### src/rtl/uart_tx_engine_if.sv
// Register-side bundle for the UART transmit engine: divisor, data/strobe in,
// serial line and status flags out.
interface uart_tx_engine_if #(
  parameter int BITWIDTH = 8
);
  logic [BITWIDTH-1:0] i_baud_val;
  logic [BITWIDTH-1:0] tx_data;
  logic                tx_wr;
  logic                tx;
  logic                tf_txrdy;
  logic                tx_busy;
  logic                tx_ovr;

  modport master (
    output i_baud_val, tx_data, tx_wr,
    input  tx, tf_txrdy, tx_busy, tx_ovr
  );

  modport slave (
    input  i_baud_val, tx_data, tx_wr,
    output tx, tf_txrdy, tx_busy, tx_ovr
  );
endinterface

### src/rtl/uart_tx_engine.sv
// UART 8N1 transmitter: small circular FIFO feeding a start/data/stop serialiser
// whose bit period is OVERSAMPLE * (divisor + 1) pclk cycles.
module uart_tx_engine #(
  parameter int BITWIDTH   = 8,
  parameter int FIFO_DEPTH = 4,
  parameter int OVERSAMPLE = 16
) (
  input  logic                pclk,
  input  logic                presetn,
  uart_tx_engine_if.slave     bus
);
  // state   | meaning
  // S_IDLE  | line high, waiting for a queued byte
  // S_START | start bit (0) for one bit period
  // S_DATA  | BITWIDTH data bits, LSB first
  // S_STOP  | stop bit (1); chains straight into S_START if more data queued

  localparam int AW  = $clog2(FIFO_DEPTH);
  localparam int CW  = AW + 1;
  localparam int TW  = $clog2(OVERSAMPLE * (2 ** BITWIDTH));
  localparam int BIW = (BITWIDTH > 1) ? $clog2(BITWIDTH) : 1;

  typedef enum logic [1:0] {
    S_IDLE  = 2'd0,
    S_START = 2'd1,
    S_DATA  = 2'd2,
    S_STOP  = 2'd3
  } state_t;

  state_t              r_state;
  logic [BITWIDTH-1:0] r_mem [FIFO_DEPTH];
  logic [AW-1:0]       r_wptr;
  logic [AW-1:0]       r_rptr;
  logic [CW-1:0]       r_count;
  logic                r_ovr;
  logic                r_tx;
  logic [BITWIDTH-1:0] r_shift;
  logic [BITWIDTH-1:0] r_div;
  logic [TW-1:0]       r_timer;
  logic [BIW-1:0]      r_bitidx;

  logic                w_full;
  logic                w_nonempty;
  logic                w_push;
  logic                w_pop;
  logic                w_bit_end;
  logic [TW-1:0]       w_pm1;

  assign w_full     = (r_count == CW'(FIFO_DEPTH));
  assign w_nonempty = (r_count != '0);
  assign w_push     = bus.tx_wr && !w_full;

  // P-1 = OVERSAMPLE*div + OVERSAMPLE-1, which never exceeds OVERSAMPLE*2^BITWIDTH-1
  assign w_pm1     = TW'(OVERSAMPLE) * TW'(r_div) + TW'(OVERSAMPLE - 1);
  assign w_bit_end = (r_timer == w_pm1);
  assign w_pop     = w_nonempty && ((r_state == S_IDLE) || (r_state == S_STOP && w_bit_end));

  assign bus.tx       = r_tx;
  assign bus.tf_txrdy = !w_full;
  assign bus.tx_busy  = (r_state != S_IDLE);
  assign bus.tx_ovr   = r_ovr;

  always_ff @(posedge pclk or negedge presetn) begin
    if (!presetn) begin
      for (int i = 0; i < FIFO_DEPTH; i++) r_mem[i] <= '0;
      r_wptr  <= '0;
      r_rptr  <= '0;
      r_count <= '0;
      r_ovr   <= 1'b0;
    end else begin
      if (w_push) begin
        r_mem[r_wptr] <= bus.tx_data;
        r_wptr        <= r_wptr + AW'(1);
      end
      if (w_pop) r_rptr <= r_rptr + AW'(1);
      if (w_push && !w_pop)      r_count <= r_count + CW'(1);
      else if (!w_push && w_pop) r_count <= r_count - CW'(1);
      if (bus.tx_wr && w_full) r_ovr <= 1'b1;
    end
  end

  always_ff @(posedge pclk or negedge presetn) begin
    if (!presetn) begin
      r_state  <= S_IDLE;
      r_tx     <= 1'b1;
      r_shift  <= '0;
      r_div    <= '0;
      r_timer  <= '0;
      r_bitidx <= '0;
    end else begin
      case (r_state)
        S_IDLE: begin
          r_tx     <= 1'b1;
          r_timer  <= '0;
          r_bitidx <= '0;
          if (w_pop) begin
            r_shift <= r_mem[r_rptr];
            r_div   <= bus.i_baud_val;
            r_tx    <= 1'b0;
            r_state <= S_START;
          end
        end
        S_START: begin
          if (w_bit_end) begin
            r_timer <= '0;
            r_tx    <= r_shift[0];
            r_state <= S_DATA;
          end else begin
            r_timer <= r_timer + TW'(1);
          end
        end
        S_DATA: begin
          if (w_bit_end) begin
            r_timer <= '0;
            r_shift <= {1'b0, r_shift[BITWIDTH-1:1]};
            if (r_bitidx == BIW'(BITWIDTH - 1)) begin
              r_tx    <= 1'b1;
              r_state <= S_STOP;
            end else begin
              r_bitidx <= r_bitidx + BIW'(1);
              r_tx     <= r_shift[1];
            end
          end else begin
            r_timer <= r_timer + TW'(1);
          end
        end
        S_STOP: begin
          if (w_bit_end) begin
            r_timer  <= '0;
            r_bitidx <= '0;
            if (w_pop) begin
              r_shift <= r_mem[r_rptr];
              r_div   <= bus.i_baud_val;
              r_tx    <= 1'b0;
              r_state <= S_START;
            end else begin
              r_tx    <= 1'b1;
              r_state <= S_IDLE;
            end
          end else begin
            r_timer <= r_timer + TW'(1);
          end
        end
        default: begin
          r_tx    <= 1'b1;
          r_state <= S_IDLE;
        end
      endcase
    end
  end
endmodule

### src/flat_wrapper.sv
// flat-port wrapper written by rule: the top's interface ports become plain ports
module uart_tx_engine_flat 
#(
  parameter int BITWIDTH   = 8,
  parameter int FIFO_DEPTH = 4,
  parameter int OVERSAMPLE = 16
)
  (pclk, presetn, bus_i_baud_val, bus_tx_data, bus_tx_wr, bus_tx, bus_tf_txrdy, bus_tx_busy, bus_tx_ovr);
  uart_tx_engine_if #(.BITWIDTH(BITWIDTH)) bus_i ();
  input  logic pclk;
  input  logic presetn;
  input wire logic [$bits(bus_i.i_baud_val)-1:0] bus_i_baud_val;
  input wire logic [$bits(bus_i.tx_data)-1:0] bus_tx_data;
  input wire logic [$bits(bus_i.tx_wr)-1:0] bus_tx_wr;
  output wire logic [$bits(bus_i.tx)-1:0] bus_tx;
  output wire logic [$bits(bus_i.tf_txrdy)-1:0] bus_tf_txrdy;
  output wire logic [$bits(bus_i.tx_busy)-1:0] bus_tx_busy;
  output wire logic [$bits(bus_i.tx_ovr)-1:0] bus_tx_ovr;
  assign bus_i.i_baud_val = bus_i_baud_val;
  assign bus_i.tx_data = bus_tx_data;
  assign bus_i.tx_wr = bus_tx_wr;
  assign bus_tx = bus_i.tx;
  assign bus_tf_txrdy = bus_i.tf_txrdy;
  assign bus_tx_busy = bus_i.tx_busy;
  assign bus_tx_ovr = bus_i.tx_ovr;
  uart_tx_engine #(.BITWIDTH(BITWIDTH), .FIFO_DEPTH(FIFO_DEPTH), .OVERSAMPLE(OVERSAMPLE)) u_core (.pclk(pclk), .presetn(presetn), .bus(bus_i));
endmodule
### config.mk
export PLATFORM = sky130hd
export DESIGN_NAME = uart_tx_engine_flat
export DESIGN_NICKNAME = d
export VERILOG_FILES = /design/src/rtl/uart_tx_engine_if.sv /design/src/rtl/uart_tx_engine.sv /design/src/flat_wrapper.sv
export SDC_FILE = /design/constraint.sdc
export NUM_CORES = 1
export LEC_CHECK = 0
export CAP_MARGIN = 20
export CELL_PAD_IN_SITES_DETAIL_PLACEMENT = 1
export CELL_PAD_IN_SITES_GLOBAL_PLACEMENT = 2
export CORE_UTILIZATION = 38
export DETAILED_ROUTE_END_ITERATION = 10
export GPL_TIMING_DRIVEN = 0
export PLACE_DENSITY_LB_ADDON = 0.1
export SYNTH_ARGS = -nofsm -noshare
export SYNTH_HDL_FRONTEND = slang
export SYNTH_SLANG_ARGS = --single-unit
### constraint.sdc
create_clock -name pclk -period 2.9 [get_ports pclk]
set_input_delay 0.725 -clock pclk [delete_from_list [all_inputs] [get_ports pclk]]
set_output_delay 0.725 -clock pclk [all_outputs]
set_load 0.1 [all_outputs]
==> flow_summary.yaml, run 1 <==
worst_setup_path:
  slowest_delay_ns: 0.57
  r2r_cells: 8
  worstReg2RegStart: "u_core.r_timer[0]$_DFF_PN0_"
  slowest_stage: "or4_4"
  crit_buf_inv: 2
  path_cells: "ha_1 -> nand3_2 -> or4_4 -> or3_1 -> buf_2 -> a221oi_4 -> buf_12 -> mux2_2"
  crit_required_ns: 3.13
  cp-start-kind: "register"
  path_class: "reg -> reg"
  crit_start: "u_core.r_timer[0]$_DFF_PN0_"
  cp.depth: 8
  path_max_fanout: 7
  arrival_ns: 2.97
  critPathTopFamily: "simple AND/OR/NAND/NOR gates"
  crit_path_end_kind: "register"
sta:
  skew_ns: 0.00900
  layout_setup_ws_ns: 0.161
  fin_crit_ns: 2.74
  hold_viol: 0
  rsz0062_at_grt: "false"
  slew_viol_final: 0
  fmax_mhz: 365
  relSlewSlack_pct: 35.8
  fin_crit_sh_pct: 94.4
  tightest_slew_ns: 0.961
  setup_viol: 0
power:
  ir_worst_vdd_mv: 0.399
  cellPowerDensity_nw_per_um2: 1100
  leakagePower_nw: 1.84
synth:
  synth_common_cells: "73 x dfrtp_1, 49 x mux2_2, 31 x nand2_1"
  postSynthAreaPerCell_um2: 12.3
  synth_edf_count: 0
  synth-main-ff-cell: "dfrtp_1"
  async_flop_share_pct: 100
  synth_seq_cells: 74
  netlist_area_um2: 3640
  synth_top_area_share_pct: 50.2
  yosys.cell_types.count: 44
  synth_area_leader_cell: "dfrtp_1"
  synth_cells: 295
  synth_area_leaders: "dfrtp_1 50%, mux2_2 15%, mux4_2 5.0%"
  synth_seq_area_share_pct: 50.9
  synth-warning-count: 0
  synth.most_common_cell: "dfrtp_1"
  syn_nets: 328
cts:
  clk_pin_slew_ns: 0.08
  cts_tree: "yes"
  numCtsBuffers: 9
  clock_sinks: 74
  cts_root_buf: "clkbuf_8"
  htree_levels: 3
  clock_latency_ns: 0.35
  cts.path.max_buffers: 2
  cts_hold_buf: 0
die:
  die_h_um: 99.9
  io_pins: 23
  rows: 35
  start_util_pct: 39.4
  die_area_um2: 9970
  fp.dieW_um: 99.9
  core_area_um2: 9240
global_route:
  overflow: 0
  antenna_found_initial: 0
  grt_pass1_vias: 2620
  grt_max_degree: 42
  grt_pass1_wl_mm: 13.3
  grtUsageTotal_pct: 17.5
place:
  io_buffers: 22
  pre_cts_ws_ns: -0.00104
  hpwlAfterDp_mm: 5.37
  globalplace.congestion: 0.690
  numPlacedInstances: 447
detailed_routing:
  routed_wl_mm: 7.67
  detail-route-antenna-nets: 0
  via_count: 2351
  wl_met2_mm: 3.55
  top_layer: "met4"
  drt-pass1-iter-count: 4
  drt-wirelength-per-cell_um: 16.5
  drt_iter0_drc: 77
  vias_per_cell: 5.07
  wl_met1_mm: 3.83
  dr_wl_met3_um: 179
  drc: 0
final_layout:
  n_antenna_cell: 0
  fin_nets: 363
  fin_cells: 464
  area_growth_pct: 16.7
  drive_above_1_share_pct: 25.1
flow_run:
  max-cap-violations: 0
worst_hold_path:
  hp-class: "in -> async"
status:
  status: "complete, no violations"
-- kinds of logic (layout without fill, tap and decap cells) --
group | Yosys count | after routing | synth area share, %
compound gates | 26 | 26 | 5.57
flops | 74 | 74 | 50.9
simple gates | 81 | 81 | 10.6
buf+inv | 19 | 59 | 1.99
xor+xnor | 24 | 24 | 5.78
fa+ha+maj | 14 | 14 | 5.02
mux | 57 | 57 | 20.1
-- repair_timing --
| item | in CTS | in global routing |
|---|---|---|
| buffers inserted | 0 | 1 |
| gates resized for setup | 3 | 1 |
| pin swaps | 0 | 1 |
| setup endpoints to repair | 1 | 8 |
-- registers in the layout (all words and copies together) (netlist names) --
signal             flops
u_core.r_count         3
u_core.bus.tx          1
u_core.r_div           8
u_core.r_bitidx        3
u_core.r_shift         8
u_core.r_rptr          2
u_core.r_wptr          2
u_core.r_mem          32
u_core.bus.tx_ovr      1
u_core.r_state         2
u_core.r_timer        12
-- report_power, final --
part           switching [mW]  total [mW]  internal [mW]
sequential              0.269        1.76           1.49
clock                   0.406       0.740          0.334
combinational            1.14        2.18           1.04
total                    1.81        4.67           2.86
-- per-stage QoR --
| stage | power, mW | TNS [ns] | instance area (um2) | utilization (%) | hold slack (ns) |
|---|---|---|---|---|---|
| after floorplan | 3.42 | 0 | 3640 | - | 0.424 |
| after global placement | 3.90 | -125.04 | 4020 | 43.5 | 0.446 |
| after detailed placement | 3.98 | -0.00104 | 4050 | 43.8 | 0.454 |
| after CTS | 4.74 | 0 | 4230 | 45.7 | 0.328 |
| after global routing | 5.06 | 0 | 4250 | 46.0 | 0.350 |
| final | 4.67 | 0 | 4250 | 46.0 | 0.324 |
-- path summary, 6_finish.rpt --
kind | slack (ns) | end
worst max-delay path | 0.16 | u_core.r_shift[1]$_DFFE_PN0P_
worst min-delay path | 0.32 | u_core.r_bitidx[1]$_DFFE_PN0P_
worst max register to register | 0.16 | u_core.r_shift[1]$_DFFE_PN0P_
worst min register to register | 0.47 | u_core.r_timer[0]$_DFF_PN0_
max in group asynchronous | 2.00 | u_core.r_mem[31]$_DFFE_PN0P_
min in group pclk | 0.47 | u_core.r_timer[0]$_DFF_PN0_
-- per-layer routing --
metal,vias to the layer above,global-route usage (%)
li1,1112,-
met1,1204,24.8
met2,24,27.1
met3,11,3.55
met4,0,5.77
met5,-,0
-- area by class of cell --
type                    instances  area [um2]
inverters                       9        33.8
flip-flops and latches         74        1850
well taps                     129         161
fillers                       968        4990
clock buffers                  10         138
plain buffers                  10        38.8
clock inverters                 6        41.3
repair buffers                 24         269
multi-input cells             202        1710
-- cell usage in the layout (no fill, tap or decap), types with 2 or more instances in the layout --
| master | instances |
|---|---|
| o21ai_0 | 7 |
| and3_1 | 3 |
| clkinvlp_4 | 3 |
| a31oi_1 | 2 |
| nand3_1 | 4 |
| a22o_1 | 2 |
| dfrtp_1 | 73 |
| nor3_1 | 7 |
| clkbuf_1 | 8 |
| clkinv_2 | 2 |
| ha_1 | 13 |
| and4_1 | 2 |
| xor2_1 | 15 |
| mux4_2 | 8 |
| mux2_2 | 49 |
| clkdlybuf4s50_1 | 19 |
| a21oi_1 | 2 |
| xnor2_1 | 9 |
| nand4_1 | 3 |
| clkbuf_8 | 10 |
| nor2_1 | 19 |
| inv_1 | 9 |
| or3_1 | 3 |
| o211ai_1 | 3 |
| nand2_1 | 31 |
Note: power is estimated with default switching activity, not from simulation.
==> run 2, diff against run 1 <==
CTS_BUF_LIST = sky130_fd_sc_hd__clkbuf_4   (was not set)
==> run 2 against run 1 <==
Compared with the run above:
- total power down 4.0%
- sequential share of layout area rose by 0.74 points
- die area did not move
- first-iteration DRC count fell by 6.5%
- highest routed layer unchanged
==> flow_summary.yaml, run 2 (synthesis results as in run 1) <==
status:
  status: "complete, no violations"
detailed_routing:
  via_count: 2359
  drt-wirelength-per-cell_um: 16.6
  routed_wl_mm: 7.68
  detail-route-antenna-nets: 0
  vias_per_cell: 5.08
  drc: 0
  drt_iter0_drc: 72
  drt-pass1-iter-count: 4
sta:
  setup_viol: 0
  fmax_mhz: 356
  tns_ns: 0
  fin_crit_ns: 2.81
  tightest_slew_ns: 0.959
  skew_ns: 0.0168
  hold_viol: 0
  rsz0062_at_grt: "false"
  relSlewSlack_pct: 35.9
  hold_slack_ns: 0.241
  fin_crit_sh_pct: 97.0
  slew_viol_final: 0
final_layout:
  design_area_um2: 4180
  regMostFlops: "u_core.r_mem"
  fin_nets: 363
  n_antenna_cell: 0
  largest_reg_flops: 32
  drive_above_1_share_pct: 24.8
  layout_commonest_cell: "dfrtp_1"
  fin_cells: 464
  area_growth_pct: 14.8
  final_cell_mix: "73 x dfrtp_1, 49 x mux2_2, 31 x nand2_1, 19 x nor2_1, 19 x clkdlybuf4s50_1"
  reg_top3: "u_core.r_mem (32), u_core.r_timer (12)"
worst_setup_path:
  crit_buf_inv: 1
  slowest_delay_ns: 1.12
  crit_required_ns: 2.17
  critPathTopFamily: "buffers and inverters"
  cp.depth: 1
  worstReg2RegStart: "u_core.r_timer[0]$_DFF_PN0_"
  path_max_fanout: 2
  crit_start: "u_core.bus.tx$_DFFE_PN1P_"
  cp-start-kind: "register"
  path_cells: "clkdlybuf4s50_1"
  path_class: "reg -> out"
  slowest_stage: "clkdlybuf4s50_1"
  arrival_ns: 2.09
  crit_path_end_kind: "output port"
  r2r_cells: 8
worst_hold_path:
  hp-class: "in -> async"
global_route:
  grt_max_degree: 42
  antenna_found_initial: 0
  grtUsageTotal_pct: 17.7
  grt_pass1_wl_mm: 13.4
  grt_pass1_vias: 2620
  overflow: 0
die:
  die_area_um2: 9970
  die_h_um: 99.9
  io_pins: 23
  start_util_pct: 39.4
  fp.dieW_um: 99.9
  rows: 35
  core_area_um2: 9240
power:
  ir_worst_vdd_mv: 0.362
  leakagePower_nw: 1.81
  cellPowerDensity_nw_per_um2: 1070
  fin_total_pwr_mw: 4.49
cts:
  clock_sinks: 74
  cts_tree: "yes"
  clock_latency_ns: 0.42
  htree_levels: 3
  cts_root_buf: "clkbuf_4"
  numCtsBuffers: 9
  clk_pin_slew_ns: 0.12
  cts.path.max_buffers: 2
place:
  dpl_cell_area_um2: 4050
  globalplace.congestion: 0.690
  io_buffers: 22
  hpwlAfterDp_mm: 5.37
  numPlacedInstances: 447
flow_run:
  max-cap-violations: 0
run 2: changes by cell type in the layout (fill, tap and decap cells not counted), sizes merged:
cell	change
clkbuf	-1
clkdlybuf4s15	-1
clkdlybuf4s18	+1
clkinv	+1
dlygate4sd2	+1
dlymetal6s2s	-1
run 2: routing by layer:
layer	part of all wire [%]	vias up	track usage, %
met4	1.1	0	5.43
li1	-	1110	-
met2	47	25	27.2
met3	2.3	10	4.18
met5	0	-	0
met1	50	1214	24.9
run 2: layout make-up:
| cell class | count | area [um2] |
|---|---|---|
| Sequential cell | 74 | 1850 |
| Clock buffer | 9 | 67.6 |
| Clock inverter | 7 | 45.0 |
| Tap cell | 129 | 161 |
| Inverter | 9 | 33.8 |
| Buffer | 10 | 38.8 |
| Multi-Input combinational cell | 202 | 1710 |
| Fill cell | 976 | 5060 |
| Timing Repair Buffer | 24 | 264 |
run 2: final timing paths:
path	slack, ns	end
setup / recovery	0.09	bus_tx
setup reg to reg	0.15	u_core.r_shift[0]$_DFFE_PN0P_
max in group asynchronous	2.08	u_core.r_shift[0]$_DFFE_PN0P_
hold / removal	0.24	u_core.r_bitidx[1]$_DFFE_PN0P_
hold reg to reg	0.48	u_core.r_timer[0]$_DFF_PN0_
min in group pclk	0.48	u_core.r_timer[0]$_DFF_PN0_
run 2: stage by stage:
stage               utilization (%)  setup WS, ns
floorplan                         -         0.149
global placement               43.5         -1.71
detailed placement             43.8      -0.00104
CTS                            45.0        0.0450
global route                   45.2       0.00569
finish                         45.2        0.0881
run 2: report_power, final:
part           switching, mW  internal [mW]
sequential             0.267           1.48
combinational           1.14           1.03
clock                  0.388          0.173
total                   1.80           2.69
run 2: timing repair:
item | 4_1_cts | 5_1_grt
buffers inserted | 0 | 1
setup endpoints to repair | 2 | 8
gates resized for setup | 4 | 1
hold buffers | 0 | 0
pin swaps | 0 | 1
==> run 3, diff against run 2 <==
CORE_MARGIN = 2   (was not set)
clock period = 3.3 ns   (was 2.9 ns; I/O delays follow)
==> run 3 against run 2 <==
Compared with the run above:
- clock power increased by 42%
- non-clock buffer count decreased by 1
- routed wire length decreased by 2.7%
- highest routed layer unchanged
- largest cell class unchanged
- combinational power decreased by 13%
- final cell count decreased by 0.22%
- sequential power decreased by 11%
- first-iteration DRC count decreased by 29%
- utilization increased by 0.57 points
- final area increased by 1.7%
==> flow_summary.yaml, run 3 (synthesis results as in run 1) <==
status:
  status: "complete, no violations"
die:
  fp.dieW_um: 102
  start_util_pct: 39.2
  core_area_um2: 9280
  rows: 35
  die_area_um2: 10400
  io_pins: 23
  die_h_um: 102
worst_setup_path:
  crit_required_ns: 2.47
  worstReg2RegStart: "u_core.r_timer[0]$_DFF_PN0_"
  cp-start-kind: "register"
  r2r_cells: 7
  path_class: "reg -> out"
  crit_path_end_kind: "output port"
  crit_start: "u_core.r_count[0]$_DFFE_PN0P_"
  path_max_fanout: 5
  arrival_ns: 2.17
sta:
  fin_crit_sh_pct: 90.7
  relSlewSlack_pct: 35.4
  hold_viol: 0
  fmax_mhz: 334
  skew_ns: 0.0108
  hold_slack_ns: 0.337
  tns_ns: 0
  rsz0062_at_grt: "false"
  setup_viol: 0
  slew_viol_final: 0
  tightest_slew_ns: 0.966
  fin_crit_ns: 2.99
flow_run:
  max-cap-violations: 0
detailed_routing:
  detail-route-antenna-nets: 0
  drt_iter0_drc: 51
  via_count: 2323
  drt-pass1-iter-count: 4
  drc: 0
  drt-wirelength-per-cell_um: 16.1
  routed_wl_mm: 7.47
  vias_per_cell: 5.02
global_route:
  grtUsageTotal_pct: 16.0
  antenna_found_initial: 0
  grt_max_degree: 45
  grt_pass1_wl_mm: 12.8
  grt_pass1_vias: 2515
  overflow: 0
final_layout:
  fin_cells: 463
  drive_above_1_share_pct: 24.9
  regMostFlops: "u_core.r_mem"
  reg_top3: "u_core.r_mem (32), u_core.r_timer (12)"
  largest_reg_flops: 32
  layout_commonest_cell: "dfrtp_1"
  fillerInstances: 1040
  area_growth_pct: 16.8
  fin_nets: 362
  final_cell_mix: "73 x dfrtp_1, 49 x mux2_2, 31 x nand2_1, 20 x clkdlybuf4s50_1, 19 x nor2_1"
  n_antenna_cell: 0
cts:
  numCtsBuffers: 9
  cts_root_buf: "clkbuf_4"
  cts_hold_buf: 0
  cts.path.max_buffers: 2
  clk_pin_slew_ns: 0.13
  clock_latency_ns: 0.41
  cts_tree: "yes"
  clock_sinks: 74
  htree_levels: 3
worst_hold_path:
  hp-class: "in -> async"
place:
  numPlacedInstances: 447
  globalplace.congestion: 0.754
  io_buffers: 22
  hpwlAfterDp_mm: 5.29
power:
  cellPowerDensity_nw_per_um2: 997
  ir_worst_vdd_mv: 0.346
  leakagePower_nw: 1.85
-- run 3: timing repair --
item                                    4_1_cts  5_1_grt
setup buffers                                 0        0
gates resized for setup                       1        2
endpoints found under the setup margin        1        1
endpoints found under the hold margin         0        0
-- run 3: worst paths after layout --
check	to	slack, ns
max	bus_tf_txrdy	0.31
min	u_core.r_bitidx[1]$_DFFE_PN0P_	0.34
max reg2reg	u_core.r_shift[4]$_DFFE_PN0P_	0.47
min reg2reg	u_core.r_timer[0]$_DFF_PN0_	0.47
max in group asynchronous	u_core.bus.tx$_DFFE_PN1P_	2.33
min in group pclk	u_core.r_timer[0]$_DFF_PN0_	0.47
-- run 3: final cells by class --
class                   count  area, um2  area share (%)
clock buffers               9       67.6            1.59
flip-flops and latches     74       1850            43.6
repair buffers             23        240            5.65
plain buffers              10       38.8           0.913
inverters                   9       33.8           0.795
multi-input cells         202       1710            40.3
well taps                 129        161            3.80
clock inverters             7        141            3.33
-- run 3: report_power, final --
group | internal (mW) | leakage (nW) | switching [mW]
logic | 0.895 | 0.845 | 0.996
clock network | 0.460 | 0.106 | 0.339
registers | 1.30 | 0.901 | 0.242
total | 2.66 | 1.85 | 1.58
-- run 3: metal layers --
metal	up-vias	global-route usage [%]	part of all wire (%)
met5	-	0	0
met4	0	3.69	0.68
met1	1183	23.7	53
met3	5	3.90	2.4
li1	1112	-	-
met2	23	24.0	44
-- run 3: critical path, stage by stage, from the launching register on --
cell             delay, ns
dfrtp_1               0.47
nor2_1                0.09
nand2_1               0.08
clkdlybuf4s50_1       1.13
-- run 3: through the flow --
stage	power [mW]	setup slack, ns	cell area [um2]	utilization [%]
global route	4.57	0.177	4250	45.8
finish	4.24	0.307	4250	45.8
floorplan	3.00	0.549	3640	-
global placement	3.43	-1.40	4020	43.3
detailed placement	3.49	0.261	4050	43.6
CTS	4.31	0.0435	4250	45.8
